[config.mk]
export PLATFORM = sky130hd
export DESIGN_NAME = reg_writeback_queue
export DESIGN_NICKNAME = d
export VERILOG_FILES = /design/src/rtl/reg_writeback_queue.sv
export SDC_FILE = /design/constraint.sdc
export NUM_CORES = 1
export LEC_CHECK = 0
export ABC_AREA = 1
export CORE_ASPECT_RATIO = 0.8
export CORE_UTILIZATION = 54
export DETAILED_ROUTE_END_ITERATION = 6
export PLACE_DENSITY = 0.81
export SYNTH_ARGS = -nofsm -noshare
export SYNTH_HDL_FRONTEND = slang
export SYNTH_SLANG_ARGS = --single-unit
export TNS_END_PERCENT = 5
[constraint.sdc]
create_clock -name clk -period 9.5 [get_ports clk]
set_clock_uncertainty 0.2 [all_clocks]
set_input_delay 0.95 -clock clk [delete_from_list [all_inputs] [get_ports clk]]
set_output_delay 0.95 -clock clk [all_outputs]
set_load 0.03 [all_outputs]
[src/rtl/reg_writeback_queue.sv]
`default_nettype none

`ifndef WORD_SIZE
`define WORD_SIZE 32
`endif

// +-----------------------------------------------------------------------------+
// | Module      : reg_writeback_queue                                           |
// | Description : Merges register writeback results from a fast port (A, ALU)   |
// |               and a long-latency port (B, load/mul-div) into a small FIFO    |
// |               and drains one entry per cycle onto the register-file write   |
// |               port, in arrival order. B is protected from starvation when   |
// |               only one slot is free. Writes to x0 are accepted and dropped.  |
// |               Optional macro BYPASS_EN adds two forwarding search ports     |
// |               that look up the youngest queued value for a register.        |
// | Revision    : 1.0 - initial release                                         |
// +-----------------------------------------------------------------------------+
module reg_writeback_queue #(
  parameter int QUEUE_DEPTH       = 4,
  parameter int STARVE_LIMIT      = 3,
  parameter int REG_FILE_ADDR_LEN = 5
) (
  input  logic                           clk,
  input  logic                           rst,
  input  logic                           a_valid,
  output logic                           a_ready,
  input  logic [REG_FILE_ADDR_LEN-1:0]   a_dest,
  input  logic [`WORD_SIZE-1:0]          a_data,
  input  logic                           b_valid,
  output logic                           b_ready,
  input  logic [REG_FILE_ADDR_LEN-1:0]   b_dest,
  input  logic [`WORD_SIZE-1:0]          b_data,
  input  logic                           stall,
  output logic                           write_en,
  output logic [REG_FILE_ADDR_LEN-1:0]   dest,
  output logic [`WORD_SIZE-1:0]          write_val,
  output logic [$clog2(QUEUE_DEPTH):0]   occupancy
`ifdef BYPASS_EN
  ,
  input  logic [REG_FILE_ADDR_LEN-1:0]   byp_src1,
  input  logic [REG_FILE_ADDR_LEN-1:0]   byp_src2,
  output logic                           byp_hit1,
  output logic                           byp_hit2,
  output logic [`WORD_SIZE-1:0]          byp_val1,
  output logic [`WORD_SIZE-1:0]          byp_val2
`endif
);

  localparam int PTR_W  = $clog2(QUEUE_DEPTH);
  localparam int OCC_W  = $clog2(QUEUE_DEPTH) + 1;
  localparam int STV_W  = $clog2(STARVE_LIMIT + 1);
  localparam int DATA_W = `WORD_SIZE;

  localparam logic [OCC_W-1:0] DEPTH_C = OCC_W'(QUEUE_DEPTH);
  localparam logic [STV_W-1:0] LIMIT_C = STV_W'(STARVE_LIMIT);

  // Storage, split into destination and data arrays
  logic [REG_FILE_ADDR_LEN-1:0] mem_dest_q [QUEUE_DEPTH];
  logic [REG_FILE_ADDR_LEN-1:0] mem_dest_d [QUEUE_DEPTH];
  logic [DATA_W-1:0]            mem_data_q [QUEUE_DEPTH];
  logic [DATA_W-1:0]            mem_data_d [QUEUE_DEPTH];

  logic [PTR_W-1:0] rd_ptr_q, rd_ptr_d;
  logic [PTR_W-1:0] wr_ptr_q, wr_ptr_d;
  logic [OCC_W-1:0] occ_q, occ_d;
  logic [STV_W-1:0] starve_q, starve_d;

  logic [OCC_W-1:0] free;
  logic             free_ge2;
  logic             free_eq1;
  logic             starved;
  logic             a_fire;
  logic             b_fire;
  logic             enq_a;
  logic             enq_b;
  logic             pop;
  logic [PTR_W-1:0] wr_ptr_b;

  // Arbitration: readies depend only on start-of-cycle free space, the valids and the starve state
  always_comb begin
    free     = DEPTH_C - occ_q;
    free_ge2 = (free >= OCC_W'(2));
    free_eq1 = (free == OCC_W'(1));
    starved  = (starve_q == LIMIT_C);
    a_ready  = 1'b0;
    b_ready  = 1'b0;
    if (free_ge2) begin
      a_ready = 1'b1;
      b_ready = 1'b1;
    end else if (free_eq1) begin
      if (starved) begin
        b_ready = 1'b1;
        a_ready = !b_valid;
      end else begin
        a_ready = 1'b1;
        b_ready = !a_valid;
      end
    end
  end

  // Handshakes; a write to register 0 completes but is never stored. Reset blocks the drain.
  always_comb begin
    a_fire = a_valid && a_ready;
    b_fire = b_valid && b_ready;
    enq_a  = a_fire && (a_dest != '0);
    enq_b  = b_fire && (b_dest != '0);
    pop    = (occ_q != '0) && !stall && !rst;
  end

  // Pointer and occupancy update; A lands before B when both are stored in one cycle
  always_comb begin
    wr_ptr_b = wr_ptr_q + PTR_W'(enq_a);
    wr_ptr_d = wr_ptr_q + PTR_W'(enq_a) + PTR_W'(enq_b);
    rd_ptr_d = rd_ptr_q + PTR_W'(pop);
    occ_d    = occ_q + OCC_W'(enq_a) + OCC_W'(enq_b) - OCC_W'(pop);
  end

  // Storage write: A at the tail, B right behind it
  always_comb begin
    for (int i = 0; i < QUEUE_DEPTH; i++) begin
      mem_dest_d[i] = mem_dest_q[i];
      mem_data_d[i] = mem_data_q[i];
    end
    if (enq_a) begin
      mem_dest_d[wr_ptr_q] = a_dest;
      mem_data_d[wr_ptr_q] = a_data;
    end
    if (enq_b) begin
      mem_dest_d[wr_ptr_b] = b_dest;
      mem_data_d[wr_ptr_b] = b_data;
    end
  end

  // Starvation counter: counts consecutive single-slot losses of B to A, frozen while full
  always_comb begin
    starve_d = starve_q;
    if (free == '0) begin
      starve_d = starve_q;
    end else if (b_valid && !b_ready && free_eq1) begin
      if (!starved) begin
        starve_d = starve_q + STV_W'(1);
      end
    end else if (b_fire || !b_valid) begin
      starve_d = '0;
    end
  end

  // Register-file write port driven straight from the head; idle port shows zeros
  always_comb begin
    write_en  = pop;
    dest      = pop ? mem_dest_q[rd_ptr_q] : '0;
    write_val = pop ? mem_data_q[rd_ptr_q] : '0;
    occupancy = occ_q;
  end

  // Control state registers; reset empties the queue and forgets starvation history
  always_ff @(posedge clk) begin
    if (rst) begin
      rd_ptr_q <= '0;
      wr_ptr_q <= '0;
      occ_q    <= '0;
      starve_q <= '0;
    end else begin
      rd_ptr_q <= rd_ptr_d;
      wr_ptr_q <= wr_ptr_d;
      occ_q    <= occ_d;
      starve_q <= starve_d;
    end
  end

  // Entry storage; contents are don't-care outside the occupied window so no reset is needed
  always_ff @(posedge clk) begin
    for (int i = 0; i < QUEUE_DEPTH; i++) begin
      mem_dest_q[i] <= mem_dest_d[i];
      mem_data_q[i] <= mem_data_d[i];
    end
  end

`ifdef BYPASS_EN
  logic [PTR_W-1:0] byp_idx;

  // Forwarding search over stored entries, oldest to youngest so the youngest match wins
  always_comb begin
    byp_idx  = '0;
    byp_hit1 = 1'b0;
    byp_hit2 = 1'b0;
    byp_val1 = '0;
    byp_val2 = '0;
    for (int i = 0; i < QUEUE_DEPTH; i++) begin
      byp_idx = rd_ptr_q + PTR_W'(i);
      if (OCC_W'(i) < occ_q) begin
        if ((byp_src1 != '0) && (mem_dest_q[byp_idx] == byp_src1)) begin
          byp_hit1 = 1'b1;
          byp_val1 = mem_data_q[byp_idx];
        end
        if ((byp_src2 != '0) && (mem_dest_q[byp_idx] == byp_src2)) begin
          byp_hit2 = 1'b1;
          byp_val2 = mem_data_q[byp_idx];
        end
      end
    end
  end
`endif

endmodule

`default_nettype wire
==> results.json, run 1 <==
{
  "fin_crit_ns": 5.279,
  "grt_start_max_net_pins": 76,
  "wirelength_um": 29570,
  "max_cap_violations": 0,
  "tns_ns": 0,
  "grt-ovfl-total": 0,
  "seq_area_frac_synth_pct": 32.40,
  "path_clk_slew_ns": 0.06,
  "htree_levels": 4,
  "place_congestion": 0.8119,
  "ys.flop_type": "dfxtp_1",
  "endpoint_kind": "flip-flop",
  "powerDensity_mw_per_mm2": 344.3,
  "vias_per_cell": 5.481,
  "synth_nets": 1718,
  "final-hold-violation-count": 0,
  "whs_ns": 0.2988,
  "die_y_um": 121.9,
  "grt_pass1_vias": 9206,
  "relSlewSlack_pct": 25.25,
  "rsz0062_at_grt": "no",
  "drive_gt1_share_pct": 4.045,
  "slew_viol_final": 0,
  "row_count": 43,
  "clockBufferDepth": 2,
  "synth.top_cell.area_share_pct": 32.40,
  "cp.arrival_ns": 5.41,
  "antenna_cells": 0,
  "yosysWarningCount": 0,
  "numPortBuffers": 121,
  "fin_nets": 1761,
  "drtAntennaViolNets": 0,
  "clk_latency_ns": 0.44,
  "synth_edf_count": 0,
  "avgRoutedWirePerCell_um": 15.51,
  "ctsHoldBuffers": 0,
  "synthCells": 1627,
  "netlist_area_mm2": 0.009699,
  "synth_area_leader_cell": "dfxtp_1",
  "max_clock_freq_ghz": 0.1894,
  "fin_crit_sh_pct": 55.57,
  "startpoint_type": "input pin",
  "dr.pass1.iters": 7,
  "via_count": 10450,
  "placedCellCount": 1876,
  "cts_resized": 0,
  "dieWidth_um": 151.8,
  "start_util_pct": 55.64,
  "die_area_mm2": 0.01850,
  "pin_count": 122,
  "finalSetupViolCount": 0,
  "cts_tree": "done",
  "area_delta_synth_final_pct": 16.34,
  "crit_fanout": 62,
  "run_status": "finished clean",
  "ys_ff_latch": 157,
  "post-cts-setup-buffers": 0,
  "async_flop_share_pct": 0,
  "drtIter0Drc": 1256,
  "tightestPinTransition_ns": 1.118,
  "coreArea_mm2": 0.01743,
  "clkSinkCount": 157,
  "crit_type": "in2reg",
  "synth.avg_cell_area_um2": 5.961,
  "grt_pass1_wl_um": 47170,
  "drc_errors": 0,
  "ys_types": 29,
  "synth_top_cells_by_count": "nand2_1, nand3_1, inv_1",
  "critPathRequiredTime_ns": 9.63,
  "place_hpwl_um": 16250,
  "grt_use_total_pct": 31.91,
  "final_cells": 1906,
  "cts_root_buf": "clkbuf_16",
  "irDropWorstVdd_mv": 0.1832,
  "antenna_found_initial": 0,
  "numCtsBuffers": 17,
  "p_leak_nw": 6.070,
  "yosysMostFrequentCell": "nand2_1",
  "synthTopCellsByArea": "dfxtp_1, nand2_1, nand3_1",
  "worstHoldPathType": "reg2reg"
}
worst max-delay path, cell delays in order:
cell             delay, ns
clkdlybuf4s50_1       1.21
inv_2                 0.15
a21oi_4               0.16
buf_4                 0.54
nand2_1               0.16
inv_1                 0.09
ha_1                  0.19
xor2_1                0.09
nor2_1                0.18
nand3_4               0.54
inv_2                 0.84
nand2_1               0.13
nand2_1               0.11
inv_1                 0.04
metrics by stage:
| stage | cell area (um^2) | total power, mW | util [%] | setup WS [ns] |
|---|---|---|---|---|
| final | 11280 | 3.885 | 64.74 | 4.221 |
| after global routing | 11280 | 4.205 | 64.74 | 3.955 |
| after CTS | 11280 | 3.848 | 64.74 | 4.344 |
| after detailed placement | 10690 | 3.144 | 61.33 | 3.911 |
| after global placement | 10690 | 3.073 | 61.33 | 4.000 |
| after floorplan | 9699 | 2.731 | - | 5.404 |
cells by family after synthesis:
family | count (synthesis) | share of synthesized area, %
AO/OA/AOI/OAI | 117 | 6.192
buffers and inverters | 347 | 15.35
adder cells (fa/ha/maj) | 12 | 1.703
AND/OR/NAND/NOR | 988 | 43.81
flip-flops | 157 | 32.40
XOR/XNOR | 6 | 0.5419
final cells by class:
type                            count  area, um^2
Tap cell                          225       281.5
Timing Repair Buffer              130        1279
Clock buffer                       23       508.0
Inverter                          241       904.6
Fill cell                        1652        6147
Multi-Input combinational cell   1123        5082
Sequential cell                   157        3144
Clock inverter                      7       85.08
worst paths after layout:
path / start / end / slack, ns / depth (start not counted)
worst max-delay path: a_valid / mem_data_q[1][0]$_DFF_P_ / 4.22 / 14
worst min register to register: starve_q[1]$_SDFFE_PP0P_ / starve_q[1]$_SDFFE_PP0P_ / 0.30 / 2
worst max register to register: occupancy[0]$_SDFF_PP0_ / mem_data_q[1][0]$_DFF_P_ / 4.78 / 18
worst min-delay path: starve_q[1]$_SDFFE_PP0P_ / starve_q[1]$_SDFFE_PP0P_ / 0.30 / 2
placed cells by master (no fill, tap or decap), types with 10 or more instances in the layout:
master / Yosys / routed
nand2_1: 464 / 464
nand3_1: 257 / 257
inv_1: 232 / 231
nor2_1: 230 / 227
dfxtp_1: 157 / 156
clkdlybuf4s50_1: 0 / 121
o21ai_0: 76 / 76
a21oi_1: 39 / 39
nand4_1: 21 / 21
clkbuf_16: 0 / 17
ha_1: 10 / 10
routing by layer:
| layer | vias up | track usage (%) | part of all wire (%) |
|---|---|---|---|
| li1 | 5095 | - | - |
| met3 | 79 | 5.763 | 11 |
| met2 | 588 | 50.80 | 44 |
| met4 | 0 | 12.94 | 2.7 |
| met5 | - | 0 | 0 |
| met1 | 4684 | 42.87 | 42 |
sequential cells by signal (all words and copies together), names as in the netlist:
signal / count
mem_dest_q: 20
occupancy: 3
wr_ptr_q: 2
starve_q: 2
rd_ptr_q: 2
mem_data_q: 128
power by group:
part           switching (mW)  leakage (nW)  internal (mW)
clock                   0.271         0.300          0.423
sequential              0.173          1.32           1.03
combinational            1.31          4.45          0.671
(Power assumes the default switching activity.)
==> run 2, diff against run 1 <==
--- a/config.mk
+++ b/config.mk
@@ -7,9 +7,9 @@
 export LEC_CHECK = 0
 export ABC_AREA = 1
 export CORE_ASPECT_RATIO = 0.8
-export CORE_UTILIZATION = 54
+export CORE_UTILIZATION = 51
 export DETAILED_ROUTE_END_ITERATION = 6
-export PLACE_DENSITY = 0.81
+export PLACE_DENSITY = 0.8
 export SYNTH_ARGS = -nofsm -noshare
 export SYNTH_HDL_FRONTEND = slang
 export SYNTH_SLANG_ARGS = --single-unit
==> constraint.sdc (replaced) <==
create_clock -name clk -period 4.5 [get_ports clk]
set_clock_uncertainty 0.2 [all_clocks]
set_input_delay 0.45 -clock clk [delete_from_list [all_inputs] [get_ports clk]]
set_output_delay 0.45 -clock clk [all_outputs]
set_load 0.03 [all_outputs]
==> run 2 against run 1 <==
Cell area increased by 0.63%. First-iteration DRC count decreased by 3.7%. Non-clock buffer count increased by 7. Final cell count increased by 1.9%. Count of clock-buffer cells in the layout increased by 1. Largest power group unchanged.
==> results.json, run 2 (synthesis gave the netlist of run 1 again) <==
{
  "tns_ns": 0,
  "post-route-util_pct": 61.76,
  "pin_count": 122,
  "setup_slack_ns": 0.2090,
  "p_seq_share_pct": 31.0,
  "relSlewSlack_pct": 34.64,
  "numCtsBuffers": 17,
  "place_congestion": 0.8405,
  "endpoint_kind": "output pin",
  "clkSinkCount": 157,
  "drtIter0Drc": 1210,
  "drive_gt1_share_pct": 4.320,
  "internal-power_mw": 4.467,
  "dr.pass1.iters": 6,
  "cts_root_buf": "clkbuf_16",
  "die_y_um": 125.3,
  "largest_register": "mem_data_q",
  "met3_length_um": 3244,
  "crit_chain": "inv_1, ha_1, ha_1, nor3_1, inv_2, a21oi_1, clkdlybuf4s50_1",
  "largest_reg_flops": 128,
  "critPathBufInv": 3,
  "comb_power_share_pct": 51.6,
  "cp.arrival_ns": 3.64,
  "grt_start_max_net_pins": 93,
  "coreArea_mm2": 0.01839,
  "clk_latency_ns": 0.43,
  "path_clk_slew_ns": 0.06,
  "post-cts-setup-buffers": 0,
  "final-hold-violation-count": 0,
  "place_hpwl_um": 16650,
  "critPathRequiredTime_ns": 3.85,
  "cp_common_cell": "ha_1",
  "clockBufferDepth": 2,
  "worstHoldPathType": "reg2reg",
  "ctsHoldBuffers": 0,
  "fin_crit_sh_pct": 95.35,
  "row_count": 44,
  "area_delta_synth_final_pct": 17.08,
  "cts_resized": 0,
  "antenna_cells": 0,
  "startpoint_type": "flip-flop",
  "vias_per_cell": 5.334,
  "top_layer": "met4",
  "numPortBuffers": 121,
  "rsz0062_at_grt": "no",
  "dr_wl_met2_um": 13710,
  "fillers": 1800,
  "crit_fanout": 37,
  "slowest_delay_ns": 0.74,
  "avgRoutedWirePerCell_um": 15.59,
  "pre_cts_ws_ns": 0.5203,
  "htree_levels": 4,
  "grt-ovfl-total": 0,
  "finalSetupViolCount": 0,
  "tightestPinTransition_ns": 0.9804,
  "irDropWorstVdd_mv": 0.5172,
  "via_count": 10360,
  "p_switching_mw": 3.756,
  "fin_nets": 1768,
  "powerDensity_mw_per_mm2": 724.1,
  "slew_viol_final": 0,
  "power.share.clock_pct": 17.4,
  "wirelength_um": 30290,
  "grt_pass1_vias": 9559,
  "dieWidth_um": 156.2,
  "antenna_found_initial": 0,
  "mostFrequentLayoutCells": "nand2_1, nand3_1, inv_1",
  "met1Wirelength_um": 12830,
  "crit_type": "reg2out",
  "max_cap_violations": 0,
  "cp_top_family": "buffers and inverters",
  "cts_tree": "done",
  "max_clock_freq_ghz": 0.2330,
  "drtAntennaViolNets": 0,
  "final_common_cell": "nand2_1",
  "p_sw_share_pct": 45.68,
  "cp_slowest_cell": "clkdlybuf4s50_1",
  "drc_errors": 0,
  "grt_use_total_pct": 31.52,
  "run_status": "finished clean",
  "start_util_pct": 52.75,
  "die_area_mm2": 0.01958,
  "fin_crit_ns": 4.291,
  "grt_pass1_wl_um": 49040,
  "p_leak_nw": 6.085
}
run 2: cell count changes in the layout (fill, tap and decap cells not counted):
cell	delta
clkinv_1	-1
clkbuf_8	-4
nor2_2	-3
clkbuf_1	+5
nor2_4	+3
buf_4	+7
inv_2	+1
clkinv_2	+1
run 2: worst register-to-register path: stages, from the launching register on:
cell and delay, ns:
dfxtp_1 0.42, inv_1 0.14, ha_1 0.20, ha_1 0.33, nand2_1 0.10, nor2_4 0.21
a21oi_4 0.08, nand2_1 0.09, inv_1 0.05, ha_1 0.21, xor2_1 0.16, nor2_1 0.20
nand3_4 0.31, inv_2 0.70, nand2_1 0.15, nand2_1 0.11, inv_1 0.04
run 2: power groups by stage:
| stage | Clock [mW] | Sequential [mW] | Combinational (mW) |
|---|---|---|---|
| 2_1_floorplan | 0 | 2.49 | 3.28 |
| 3_3_place_gp | 0 | 2.53 | 4.02 |
| 3_5_place_dp | 0 | 2.56 | 4.14 |
| 4_1_cts | 1.43 | 2.54 | 4.18 |
| 5_1_grt | 1.49 | 2.62 | 4.79 |
| 6_report | 1.43 | 2.55 | 4.25 |
run 2: per-layer routing:
metal / up-vias / global-route usage [%]
li1: 5107 / -
met1: 4645 / 42.97
met2: 560 / 49.61
met3: 51 / 6.274
met4: 0 / 10.50
met5: - / 0
run 2: stage by stage:
stage               area (um^2)  hold WS (ns)  power, mW  std cells
detailed placement        10790        0.2940      6.700       1911
global placement          10790        0.2743      6.551       1911
floorplan                  9699        0.2556      5.765       1627
CTS                       11360        0.3094      8.145       1943
finish                    11360        0.3167      8.222       1943
global route              11360        0.3344      8.907       1943
run 2: area by class of cell:
| cell class | instances | area [um^2] | share of cell area [%] |
|---|---|---|---|
| Clock inverter | 8 | 90.09 | 0.7933 |
| Inverter | 241 | 904.6 | 7.966 |
| Tap cell | 253 | 316.6 | 2.788 |
| Clock buffer | 24 | 471.7 | 4.154 |
| Sequential cell | 157 | 3144 | 27.69 |
| Timing Repair Buffer | 137 | 1331 | 11.72 |
| Multi-Input combinational cell | 1123 | 5097 | 44.89 |
run 2: path summary, 6_finish.rpt:
| check | slack (ns) | endpoint | start | depth (start not counted) |
|---|---|---|---|---|
| hold reg to reg | 0.32 | starve_q[1]$_SDFFE_PP0P_ | starve_q[1]$_SDFFE_PP0P_ | 2 |
| setup / recovery | 0.21 | write_val[0] | occupancy[1]$_SDFF_PP0_ | 7 |
| setup reg to reg | 0.70 | mem_data_q[0][26]$_DFF_P_ | occupancy[1]$_SDFF_PP0_ | 16 |
| hold / removal | 0.32 | starve_q[1]$_SDFFE_PP0P_ | starve_q[1]$_SDFFE_PP0P_ | 2 |
==> run 3, diff against run 2 <==
==> constraint.sdc (replaced) <==
create_clock -name clk -period 3.5 [get_ports clk]
set_clock_uncertainty 0.2 [all_clocks]
set_input_delay 0.35 -clock clk [delete_from_list [all_inputs] [get_ports clk]]
set_output_delay 0.35 -clock clk [all_outputs]
set_load 0.03 [all_outputs]
==> run 3 against run 2 <==
First-iteration DRC count rose by 2.2%. Combinational power increased by 33%. Sequential share of layout area shrank 0.49 points. Clock power increased by 34%. Critical path depth rose by 8. Core utilization grew 1.3 points. Sequential cell count stayed put. Largest cell class unchanged.
==> results.json, run 3 (synthesis gave the netlist of run 1 again) <==
{
  "run_status": "finished clean",
  "cp.depth": 15,
  "rsz0062_at_grt": "yes",
  "drtAntennaViolNets": 0,
  "coreArea_mm2": 0.01839,
  "cp.arrival_ns": 3.52,
  "irDropWorstVdd_mv": 0.4572,
  "drtIter0Drc": 1237,
  "cp_slowest_cell": "fa_1",
  "die_y_um": 125.3,
  "rr_endpoint": "occupancy[2]$_SDFF_PP0_",
  "r2r_cells": 15,
  "antenna_found_initial": 0,
  "ctsHoldBuffers": 0,
  "stdcell_area_mm2": 0.01159,
  "worstHoldPathType": "reg2reg",
  "slew_viol_final": 0,
  "critPathBufInv": 3,
  "mostFrequentLayoutCells": "nand2_1, nand3_1, inv_1",
  "cts_tree": "done",
  "via_count": 10600,
  "place_hpwl_um": 17560,
  "fillers": 1736,
  "crit_chain": "inv_1, ha_1, ha_1, nand2_2, inv_2, nand2_2, a21oi_4, nand2_1, ha_1, inv_1, fa_1, fa_1, xnor2_2, xor2_1, nor2_1",
  "rr_startpoint": "occupancy[1]$_SDFF_PP0_",
  "grt_pass1_wl_um": 49540,
  "relSlewSlack_pct": 41.91,
  "crit_type": "reg2reg",
  "final_common_cell": "nand2_1",
  "critPathRequiredTime_ns": 3.63,
  "holdPathEnd": "starve_q[1]$_SDFFE_PP0P_",
  "clkSinkCount": 157,
  "final-hold-violation-count": 0,
  "antenna_cells": 0,
  "place_congestion": 0.8079,
  "max_cap_violations": 0,
  "powerDensity_mw_per_mm2": 936.7,
  "placedCellCount": 1927,
  "grt_pass1_vias": 9762,
  "clk_latency_ns": 0.43,
  "die_area_mm2": 0.01958,
  "row_count": 44,
  "clockBufferDepth": 2,
  "drive_gt1_share_pct": 7.796,
  "max_clock_freq_ghz": 0.2945,
  "cp_top_family": "adder cells",
  "wirelength_um": 31010,
  "finalSetupViolCount": 0,
  "largest_reg_flops": 128,
  "p_leak_nw": 6.300,
  "dr.pass1.iters": 5,
  "crit_fanout": 5,
  "fin_crit_ns": 3.396,
  "cp_common_cell": "ha_1",
  "final_cells": 1959,
  "fin_nets": 1784,
  "avgRoutedWirePerCell_um": 15.83,
  "startpoint_type": "flip-flop",
  "vias_per_cell": 5.411,
  "min_delay_path_depth": 2,
  "largest_register": "mem_data_q",
  "fin_crit_sh_pct": 97.01,
  "start_util_pct": 52.75,
  "grt_start_max_net_pins": 75,
  "hp-start": "starve_q[1]$_SDFFE_PP0P_",
  "htree_levels": 4,
  "slowest_delay_ns": 0.45,
  "numPortBuffers": 121,
  "area_delta_synth_final_pct": 19.48,
  "grt_use_total_pct": 31.93,
  "grt-ovfl-total": 0,
  "dieWidth_um": 156.2,
  "pin_count": 122,
  "endpoint_kind": "flip-flop",
  "tightestPinTransition_ns": 0.8701,
  "cts_root_buf": "clkbuf_16",
  "reg2reg_slack_ns": 0.10,
  "drc_errors": 0,
  "numCtsBuffers": 17,
  "place_area_mm2": 0.01097,
  "path_clk_slew_ns": 0.06
}
-- run 3: where the power goes --
part           switching [mW]  total, mW  internal [mW]
sequential              0.469       3.28           2.81
combinational            3.68       5.67           1.98
clock                   0.763       1.91           1.14
-- run 3: metrics by stage --
stage	total power [mW]	setup WS [ns]	hold slack (ns)	util (%)	setup TNS, ns
after floorplan	7.422	0.01707	0.2556	-	0
after global placement	8.574	0.2405	0.2846	59.66	0
after detailed placement	8.786	0.1268	0.2923	59.66	0
after CTS	10.73	0.1093	0.3051	62.94	0
after global routing	11.75	-0.09389	0.3576	63.02	-0.09389
final	10.85	0.1045	0.3063	63.02	0
-- run 3: cell type report --
type / count / area [um^2] / area share, %
multi-input cells: 1123 / 5095 / 43.96
flip-flops and latches: 157 / 3152 / 27.20
inverters: 241 / 904.6 / 7.806
clock inverters: 9 / 106.4 / 0.9177
clock buffers: 23 / 498.0 / 4.297
well taps: 253 / 316.6 / 2.732
repair buffers: 153 / 1516 / 13.09
-- run 3: tightest hold or removal path: stages (launching register included) --
cell and delay [ns]:
dfxtp_1 0.34, a21oi_1 0.05, nor2_1 0.08
-- run 3: worst max path at each step --
stage                       startpoint                      end  slack (ns)
2_1_floorplan  occupancy[1]$_SDFF_PP0_  occupancy[2]$_SDFF_PP0_        0.02
4_1_cts        occupancy[1]$_SDFF_PP0_  occupancy[2]$_SDFF_PP0_        0.11
3_5_place_dp   occupancy[1]$_SDFF_PP0_  occupancy[2]$_SDFF_PP0_        0.13
6_report       occupancy[1]$_SDFF_PP0_  occupancy[2]$_SDFF_PP0_        0.10
3_3_place_gp   occupancy[1]$_SDFF_PP0_  occupancy[2]$_SDFF_PP0_        0.24
5_1_grt        occupancy[1]$_SDFF_PP0_  occupancy[2]$_SDFF_PP0_       -0.09
-- run 3: layer usage --
layer	track usage, %	vias up	wire length, um
met5	0	-	0
met3	5.997	83	3611
met2	51.05	650	14090
li1	-	5138	-
met1	42.32	4729	12530
met4	12.69	0	775
-- run 3: timing repair --
item / in CTS / in global routing
endpoints found under the setup margin: 0 / 44
gates resized for setup: 0 / 3
setup buffers: 0 / 0
endpoints found under the hold margin: 0 / 0
